--- config.mk ---
export PLATFORM = sky130hd
export DESIGN_NAME = binary_to_rgb
export DESIGN_NICKNAME = d
export VERILOG_FILES = /design/src/rtl/binary_to_rgb.sv
export SDC_FILE = /design/constraint.sdc
export NUM_CORES = 1
export LEC_CHECK = 0
export ABC_AREA = 1
export BUFFER_PORTS_ARGS = -buffer_cell sky130_fd_sc_hd__clkbuf_2
export CAP_MARGIN = 20
export CORE_ASPECT_RATIO = 0.7
export CORE_MARGIN = 10
export CORE_UTILIZATION = 50
export CTS_CLUSTER_SIZE = 24
export DETAILED_ROUTE_END_ITERATION = 6
export PLACE_DENSITY = 0.69
export SLEW_MARGIN = 15
export SYNTH_ARGS = -nofsm -noshare
export SYNTH_HDL_FRONTEND = slang
export SYNTH_SLANG_ARGS = --single-unit
--- constraint.sdc ---
create_clock -name clk -period 12.94 [get_ports clk]
set_clock_uncertainty 0.2 [all_clocks]
set_input_delay 2.588 -clock clk [delete_from_list [all_inputs] [get_ports clk]]
set_output_delay 2.588 -clock clk [all_outputs]
set_load 0.02 [all_outputs]
--- src/rtl/binary_to_rgb.sv ---
// binary_to_rgb: threshold 8-bit pixels to RGB, register with valid strobe, track raster, store in frame buffer
// Ports: clk, rst (async, active-high); binary_image_valid/binary_image_pixel in;
// rgb_pixel_r/g/b, rgb_pixel_valid, frame_done out; rd_row/rd_col in, rd_data out (combinational).
// Optional macro BINARY_TO_RGB_GRAY_EN: foreground outputs {p,p,p} instead of FG_COLOR.
module binary_to_rgb #(
    parameter int          WIDTH     = 10,
    parameter int          HEIGHT    = 10,
    parameter logic [7:0]  THRESHOLD = 8'd128,
    parameter logic [23:0] FG_COLOR  = 24'hFFFFFF,
    parameter logic [23:0] BG_COLOR  = 24'h000000,
    localparam int         RW        = (HEIGHT > 1) ? $clog2(HEIGHT) : 1,
    localparam int         CW        = (WIDTH > 1) ? $clog2(WIDTH) : 1
) (
    input  logic          clk,
    input  logic          rst,
    input  logic          binary_image_valid,
    input  logic [7:0]    binary_image_pixel,
    output logic [7:0]    rgb_pixel_r,
    output logic [7:0]    rgb_pixel_g,
    output logic [7:0]    rgb_pixel_b,
    output logic          rgb_pixel_valid,
    output logic          frame_done,
    input  logic [RW-1:0] rd_row,
    input  logic [CW-1:0] rd_col,
    output logic [23:0]   rd_data
);
    localparam int DEPTH = WIDTH * HEIGHT;
    localparam int AW    = (DEPTH > 1) ? $clog2(DEPTH) : 1;

    logic [23:0]   mem_q [DEPTH];
    logic [23:0]   rgb_q, color_d, fg_color;
    logic          valid_q, done_q;
    logic [RW-1:0] row_q, row_d;
    logic [CW-1:0] col_q, col_d;
    logic          last_col, last_row;
    logic [AW-1:0] wr_addr, rd_addr;

    always_comb begin
`ifdef BINARY_TO_RGB_GRAY_EN
        fg_color = {3{binary_image_pixel}};
`else
        fg_color = FG_COLOR;
`endif
        color_d  = (binary_image_pixel >= THRESHOLD) ? fg_color : BG_COLOR;
        last_col = col_q == CW'(WIDTH - 1);
        last_row = row_q == RW'(HEIGHT - 1);
        col_d    = binary_image_valid ? (last_col ? '0 : col_q + CW'(1)) : col_q;
        row_d    = (binary_image_valid && last_col) ? (last_row ? '0 : row_q + RW'(1)) : row_q;
        wr_addr  = AW'(int'(row_q) * WIDTH + int'(col_q));
        rd_addr  = AW'(int'(rd_row) * WIDTH + int'(rd_col));
        rd_data  = (int'(rd_row) < HEIGHT && int'(rd_col) < WIDTH) ? mem_q[rd_addr] : 24'h000000;
    end

    always_ff @(posedge clk or posedge rst) begin
        if (rst) begin
            rgb_q   <= '0;
            valid_q <= 1'b0;
            done_q  <= 1'b0;
            row_q   <= '0;
            col_q   <= '0;
            for (int i = 0; i < DEPTH; i++) mem_q[i] <= '0;
        end else begin
            valid_q <= binary_image_valid;
            done_q  <= binary_image_valid && last_col && last_row;
            row_q   <= row_d;
            col_q   <= col_d;
            if (binary_image_valid) begin
                rgb_q          <= color_d;
                mem_q[wr_addr] <= color_d;
            end
        end
    end

    assign rgb_pixel_r     = rgb_q[23:16];
    assign rgb_pixel_g     = rgb_q[15:8];
    assign rgb_pixel_b     = rgb_q[7:0];
    assign rgb_pixel_valid = valid_q;
    assign frame_done      = done_q;
endmodule

After elaboration in Yosys (flattened, before gate mapping)
Cells that the tools add are included.
Word-level totals
  bits in registers: 2434
  output and inout bits: 50
  logic and storage cells: 135
Operators by class
  add/subtract/negate cells: 4
  multipliers: 2
  magnitude comparators: 6
  equality and inequality tests: 2
  muxes and demuxes: 10
  bitwise logic cells: 2
  reductions and logical operators: 4
Operators by type and width (number)
  bitwise mux 2400 bit: 1
  binary-select mux 24 bit (select 7 bit): 1
  demux 24 bit (select 7 bit): 1
  two-way mux 24 bit: 5
  greater-or-equal comparator 8 bit (second input constant): 3
  inverter 7 -> 8 bit: 2
  adder 7 x 4 -> 7 bit: 2
  multiplier 4 x 3 -> 6 bit (second input constant): 2
  adder 4 x 1 -> 4 bit (second input constant): 2
  == test 4 bit (second input constant): 2
  less-than comparator 4 bit (second input constant): 2
  less-than comparator 8 x 1 -> 1 bit (second input constant): 1
  two-way mux 4 bit: 2
  logical AND 1 bit: 4

Depth between registers and ports, before layout
Gate-level depths: netlist (run 1).
  depth in word-level cells: 8
  mapped depth: 16
  depth with buffers taken out: 14

Worst setup path after synthesis (run 1)
Ideal clock, no wire load.
  path type: input-to-output
  start point: in rd_row[0]
  end point: out rd_data[10]
  arrival: 5.498 ns
  data required time: 10.152 ns
  path slack: 4.654 ns
  stages: 14
  path buffers: 2
  path through: ha_1 -> fa_1 -> buf_2 -> inv_1 -> a21oi_1 -> nand2_1 -> nand2_1 -> nor2_1 -> nand2_1 -> nand3_1 -> nand2_1 -> nand2_1 -> nor2_1 -> buf_4
Between the ends
  cells in the longest elaborated chain, start to end: 7
  elaborated cells between the ends (all ways): 9
  those cells by class: add/sub: 1; mul: 1; order compare: 1; mux: 4; bitwise: 1; reduce/logical: 1
RTL lines
  start: declaration: RTL line 23  | input logic [RW-1:0] rd_row,
  multiplier 4 x 3 -> 6 bit: RTL line 50  | rd_addr = AW'(int'(rd_row) * WIDTH + int'(rd_col));
  adder 7 x 4 -> 7 bit: RTL line 50
  inverter 7 -> 8 bit (not written as such): RTL line 51  | rd_data = (int'(rd_row) < HEIGHT && int'(rd_col) < WIDTH) ? mem_q[rd_addr] : 24'h000000;
  binary-select mux 24 bit (select 7 bit): RTL line 51
  two-way mux 24 bit (not written as such) (2 in a row): RTL line 51
  two-way mux 24 bit (*): RTL line 51
  end: declaration: RTL line 25  | output logic [23:0] rd_data
Mark *: on every way between the ends. The rest lies on a longest branch, timed or not. The select of a mux whose other input is x is not followed.

Worst setup path after layout (run 1)
  start point: in rd_row[0]
  end point: out rd_data[2]
Same word-level chain as after synthesis.

==> results.sh, run 1 <==
export IMPL_die_h_um=118
export IMPL_diodes=0
export IMPL_synthToLayoutAreaGrowth_pct=5.93
export IMPL_cp_depth=14
export IMPL_worst_path_largest_cell_delay_ps=740
export IMPL_min_from="mem_q[1558]"
export IMPL_reg2reg_to="mem_q[334]"
export IMPL_timing_critical_path_from_type="input port"
export IMPL_slowest_stage="fa_1"
export IMPL_seq_area_frac_synth=0.404
export IMPL_vias_per_cell=5.23
export IMPL_maxSlewHeadroom=0.410
export IMPL_status="completed"
export IMPL_cts_resized=0
export IMPL_nets=1002
export IMPL_initial_core_util=0.517
export IMPL_r2r_start="row_q[1]"
export IMPL_crit_path_cell_trace="clkbuf_2 > ha_1 > fa_1 > inv_1 > a21oi_1 > nand2_1 > nand2_1 > nor2_1 > nand2_1 > nand3_1 > nand2_1 > nand2_1 > nor2_2 > clkbuf_2"
export IMPL_wl_met3_um=1340
export IMPL_syn_inst=971
export IMPL_top_layer="met4"
export IMPL_dieArea_um2=18900
export IMPL_grt_pass1_wl_um=30100
export IMPL_cp_top_family="simple AND/OR/NAND/NOR gates"
export IMPL_ff2ff_path_depth=12
export IMPL_wl_per_cell_um=15.8
export IMPL_hold_buffers=0
export IMPL_synthDistinctLibCells=32
export IMPL_endpoint_kind="primary output"
export IMPL_setup_violations=0
export IMPL_hpwl_um=11800
export IMPL_wl_um=18300
export IMPL_root_buffer="clkbuf_16"
export IMPL_clkTransAtPathRegs_ps=80
export IMPL_wl_met2_um=8420
export IMPL_first_global_vias=5722
export IMPL_post_cts_buffers=0
export IMPL_critical_path_class="input port to primary output"
export IMPL_crit_top_cell="nand2_1"
export IMPL_antenna_found_initial=0
export IMPL_utilization=0.547
export IMPL_num_vias=6042
export IMPL_hold_worst_slack_ps=288
export IMPL_dp_cells=1140
export IMPL_hp_class="register to register"
export IMPL_core_um2=13300
export IMPL_synthesis_area_um2=6880
export IMPL_hold_path_depth=2
export IMPL_overflow=0
export IMPL_drtIter0Drc=527
export IMPL_cp_arrival_ps=5990
export IMPL_crit_required_ps=10150
export IMPL_postRouteAntennaNets=0
export IMPL_cp_num_buf_inv=3
export IMPL_dr_pass1_iters=6
export IMPL_grtUsageTotal=0.193
export IMPL_cts_max_path_buffers=2
export IMPL_grt_max_degree=69
export IMPL_clock_sinks=111
export IMPL_layout_min_cycle_time_ps=8780
export IMPL_ys_ff_latch=111
export IMPL_finalMaxSlewViolations=0
export IMPL_period_share=0.678
export IMPL_io_pin_count=69
export IMPL_die_w_um=160
export IMPL_maxCapViolations=0
export IMPL_min_to="mem_q[1558]"
export IMPL_yosysWarnings=0
export IMPL_synth_area_leader_cell="dfrtp_1"
export IMPL_tightest_slew_ps=879
export IMPL_final_hold_viol_count=0
export IMPL_cts_tree="done"
export IMPL_ir_drop_uv=122
export IMPL_crit_fanout=24
export IMPL_synth_area_per_cell_um2=7.08
export IMPL_drive_gt1_frac=0.125
export IMPL_rsz0062_at_grt="no"
export IMPL_htree_levels=3
export IMPL_netlist_area_leader_share=0.404
export IMPL_io_buffers=61
export IMPL_power_density_nw_per_um2=240
export IMPL_drc=0
export IMPL_cts_buffers=9
export IMPL_syn_num_nets=1007
export IMPL_num_rows=35
export IMPL_final_cells=1156
export IMPL_regToRegSetupSlack_ps=9900
export IMPL_setup_tns_final_ps=0
export IMPL_yosys_top_cells_area="dfrtp_1, nand2_1, nand3_1, o21ai_0, inv_1"
export IMPL_wl_met1_um=8280
export IMPL_gp_congestion=0.864
export IMPL_p_leak_nw=3.96
export IMPL_max_freq_mhz=114
export IMPL_clk_latency_ps=350
per-stage QoR:
step	worst slack (ps)	power, mW	instance area [µm²]
2_1_floorplan	4650	1.23	6880
3_3_place_gp	3950	1.46	6990
3_5_place_dp	3870	1.47	6990
4_1_cts	3860	1.74	7280
5_1_grt	3860	1.91	7280
6_report	4160	1.75	7280
cells in the final DEF (no fill, tap or decap), drive strengths merged:
cell / Yosys / routed
dfrtp: 111 / 111
and2: 2 / 2
clkbuf: 34 / 70
o21bai: 8 / 8
clkinv: 3 / 6
ha: 13 / 13
o21a: 1 / 1
nand2: 244 / 244
xnor2: 2 / 2
nand3: 130 / 130
fa: 4 / 4
a21oi: 13 / 13
nand4: 1 / 1
o211ai: 4 / 4
nor3: 3 / 3
nor2: 78 / 78
xor2: 6 / 6
inv: 131 / 135
a31oi: 1 / 1
nand3b: 1 / 1
buf: 57 / 14
o21ai: 124 / 124
cells in the mapped netlist (all sizes together):
cell / n
nor3: 3
a31oi: 1
o21ai: 124
o21a: 1
a21oi: 13
clkinv: 3
nand4: 1
clkbuf: 34
nand3: 130
ha: 13
fa: 4
dfrtp: 111
xnor2: 2
nor2: 78
o211ai: 4
o21bai: 8
and2: 2
nand2: 244
buf: 57
inv: 131
nand3b: 1
xor2: 6
metal layers:
layer	vias to the layer above	global-route usage
li1	3015	-
met5	-	0
met2	201	0.306
met1	2794	0.261
met4	0	0.0435
met3	32	0.0447
kinds of logic (layout without fill, tap and decap cells):
group | Yosys count | in the layout | synth area share
AND/OR/NAND/NOR | 459 | 459 | 0.283
buffers and inverters | 225 | 225 | 0.150
AO/OA/AOI/OAI | 151 | 151 | 0.116
flip-flops | 111 | 111 | 0.404
adder cells (fa/ha/maj) | 17 | 17 | 0.0353
XOR/XNOR | 8 | 8 | 0.0113
flip-flops by register name, summed over array words and instances, names as in the netlist:
| name | cells |
|---|---|
| col_q | 4 |
| frame_done | 1 |
| rgb_q | 1 |
| row_q | 4 |
| rgb_pixel_valid | 1 |
| mem_q | 100 |
power breakdown:
group / internal [mW] / total, mW / switching, mW
Clock: 0.135 / 0.275 / 0.139
Combinational: 0.248 / 0.955 / 0.707
Sequential: 0.464 / 0.520 / 0.0558
Total: 0.847 / 1.75 / 0.902
worst reg2reg max path, stage by stage, from the launching register on:
cell	delay (ps)
dfrtp_1	460
ha_1	330
ha_1	190
inv_1	60
fa_1	500
o21ai_0	200
nand2_1	100
nor2_2	200
nand2_1	260
inv_2	220
nand3_1	90
nand2_1	90
inv_1	30
worst max-delay path by stage:
stage	startpoint	end	slack (ps)
floorplan	rd_row[0]	rd_data[10]	4650
global placement	rd_row[0]	rd_data[10]	3950
detailed placement	rd_row[0]	rd_data[2]	3870
CTS	rd_row[0]	rd_data[2]	3860
global route	rd_row[0]	rd_data[1]	3860
finish	rd_row[0]	rd_data[2]	4160
area by class of cell:
type,instances,area (µm²)
multi-input combinational,635,3070
fill,1336,6030
tap,185,231
clock buffer,9,225
clock inverter,7,63.8
sequential,111,2780
timing repair buffer,75,410
inverter,134,508
(Power assumes the default switching activity.)
==> run 2: changes to the inputs <==
- clock period: 12.94 -> 9 ns (I/O delays scaled with it)
==> run 2 against run 1 <==
  * Sequential share of layout area shrank 0.085 points
  * First-iteration DRC count grew 8.9%
  * Clock power grew 45%
  * Clock-buffer cell count grew 1
  * Core utilization grew 0.12 points
  * Critical path type unchanged
==> results.sh, run 2 (same netlist as run 1, synthesis figures left out) <==
export IMPL_status="completed"
export IMPL_num_rows=35
export IMPL_power_density_nw_per_um2=346
export IMPL_overflow=0
export IMPL_top_register="mem_q"
export IMPL_die_h_um=118
export IMPL_cp_arrival_ps=4830
export IMPL_place_ws_ps=2200
export IMPL_cp_startpoint="rd_row[0]"
export IMPL_layout_min_cycle_time_ps=6830
export IMPL_setup_tns_final_ps=0
export IMPL_ff2ff_path_depth=12
export IMPL_final_cells=1158
export IMPL_cp_num_buf_inv=4
export IMPL_diodes=0
export IMPL_io_buffers=61
export IMPL_hold_buffers=0
export IMPL_regToRegSetupSlack_ps=5900
export IMPL_seqCellArea_um2=2780
export IMPL_cts_resized=0
export IMPL_max_freq_mhz=146
export IMPL_largest_register_ffs=100
export IMPL_cts_tree="done"
export IMPL_final_cell_mix="nand2_1, nand3_1, inv_1, o21ai_0, dfrtp_1"
export IMPL_wl_per_cell_um=16.2
export IMPL_maxCapViolations=0
export IMPL_gp_congestion=0.881
export IMPL_grtUsageTotal=0.198
export IMPL_slowest_stage="fa_1"
export IMPL_crit_fanout=24
export IMPL_dieArea_um2=18900
export IMPL_vias_per_cell=5.27
export IMPL_wl_um=18700
export IMPL_setup_violations=0
export IMPL_crit_top_cell="nand2_1"
export IMPL_synthToLayoutAreaGrowth_pct=6.17
export IMPL_drtIter0Drc=574
export IMPL_crit_required_ps=7000
export IMPL_hp_class="register to register"
export IMPL_nets=1004
export IMPL_period_share=0.759
export IMPL_p_leak_nw=3.97
export IMPL_grt_max_degree=79
export IMPL_root_buffer="clkbuf_16"
export IMPL_first_global_vias=5717
export IMPL_cts_max_path_buffers=2
export IMPL_drive_gt1_frac=0.125
export IMPL_fillers=1327
export IMPL_multi_input_area_um2=3070
export IMPL_htree_levels=3
export IMPL_crit_end="rd_data[21]"
export IMPL_grt_pass1_wl_um=30800
export IMPL_utilization=0.548
export IMPL_clk_latency_ps=350
export IMPL_critical_path_class="input port to primary output"
export IMPL_cp_depth=15
export IMPL_clkTransAtPathRegs_ps=70
export IMPL_dp_cells=1142
export IMPL_num_vias=6101
export IMPL_reg2reg_to="mem_q[454]"
export IMPL_ir_drop_uv=175
export IMPL_rsz0062_at_grt="no"
export IMPL_worst_path_largest_cell_delay_ps=730
export IMPL_maxSlewHeadroom=0.339
export IMPL_drc=0
export IMPL_antenna_found_initial=0
export IMPL_die_w_um=160
export IMPL_post_cts_buffers=0
export IMPL_crit_path_cell_trace="clkbuf_2 > ha_1 > fa_1 > inv_1 > a21oi_1 > nand2_1 > nand2_1 > nor2_1 > nand2_1 > nand3_1 > nand2_1 > nand2_1 > nor2_1 > buf_4 > clkbuf_2"
export IMPL_initial_core_util=0.517
export IMPL_core_um2=13300
export IMPL_final_hold_viol_count=0
export IMPL_mostFrequentLayoutCell="nand2_1"
export IMPL_dr_pass1_iters=5
export IMPL_clock_sinks=111
export IMPL_fin_ws_ps=2170
export IMPL_r2r_start="row_q[1]"
export IMPL_hold_path_depth=2
export IMPL_finalMaxSlewViolations=0
export IMPL_reg_top3="mem_q: 100 flops, col_q: 4 flops, row_q: 4 flops"
export IMPL_endpoint_kind="primary output"
export IMPL_cp_top_family="adder cells"
export IMPL_io_pin_count=69
export IMPL_hpwl_um=12100
export IMPL_timing_critical_path_from_type="input port"
export IMPL_cts_buffers=9
export IMPL_tightest_slew_ps=991
export IMPL_postRouteAntennaNets=0
==> run 2: cell count changes in the layout (fill, tap and decap cells not counted), sizes merged <==
cell      before  now
buf           14   16
clkbuf        70   71
clkinvlp       0    1
inv          135  133
==> run 2: worst min-delay path: stages, from the launching register on <==
cell     delay, ps
dfrtp_1        350
nand2_1         50
o21ai_0         60
==> run 2: where the power goes <==
part	internal (mW)	switching [mW]	leakage (nW)	total [mW]
combinational	0.358	1.02	2.46	1.38
clock	0.200	0.198	0.141	0.398
sequential	0.667	0.0821	1.37	0.749
total	1.23	1.30	3.97	2.53
==> run 2: metrics by stage <==
stage	area [µm²]	hold slack [ps]	power [mW]
after CTS	7300	291	2.52
after detailed placement	7010	273	2.12
final	7300	287	2.53
after global routing	7300	303	2.75
after global placement	7010	268	2.09
after floorplan	6880	248	1.77
==> run 2: how the worst min path moves through the flow <==
stage                  endpoint         from
CTS                 mem_q[1606]  mem_q[1606]
global route        mem_q[1606]  mem_q[1606]
floorplan             mem_q[22]    mem_q[22]
global placement    mem_q[1606]  mem_q[1606]
finish              mem_q[1606]  mem_q[1606]
detailed placement  mem_q[1606]  mem_q[1606]
==> run 2: routing by layer <==
layer | global-route usage | up-vias | wire length, µm | share of wire
met2 | 0.309 | 245 | 8640 | 0.46
met4 | 0.0521 | 0 | 260 | 0.014
met3 | 0.0409 | 27 | 1720 | 0.092
met1 | 0.275 | 2821 | 8120 | 0.43
li1 | - | 3008 | - | -
met5 | 0 | - | 0 | 0
==> run 2: cell type report <==
class | count | share of cell area
timing repair buffer | 77 | 0.0583
tap | 185 | 0.0317
inverter | 134 | 0.0696
clock inverter | 6 | 0.00737
sequential | 111 | 0.380
multi-input combinational | 635 | 0.420
clock buffer | 10 | 0.0327
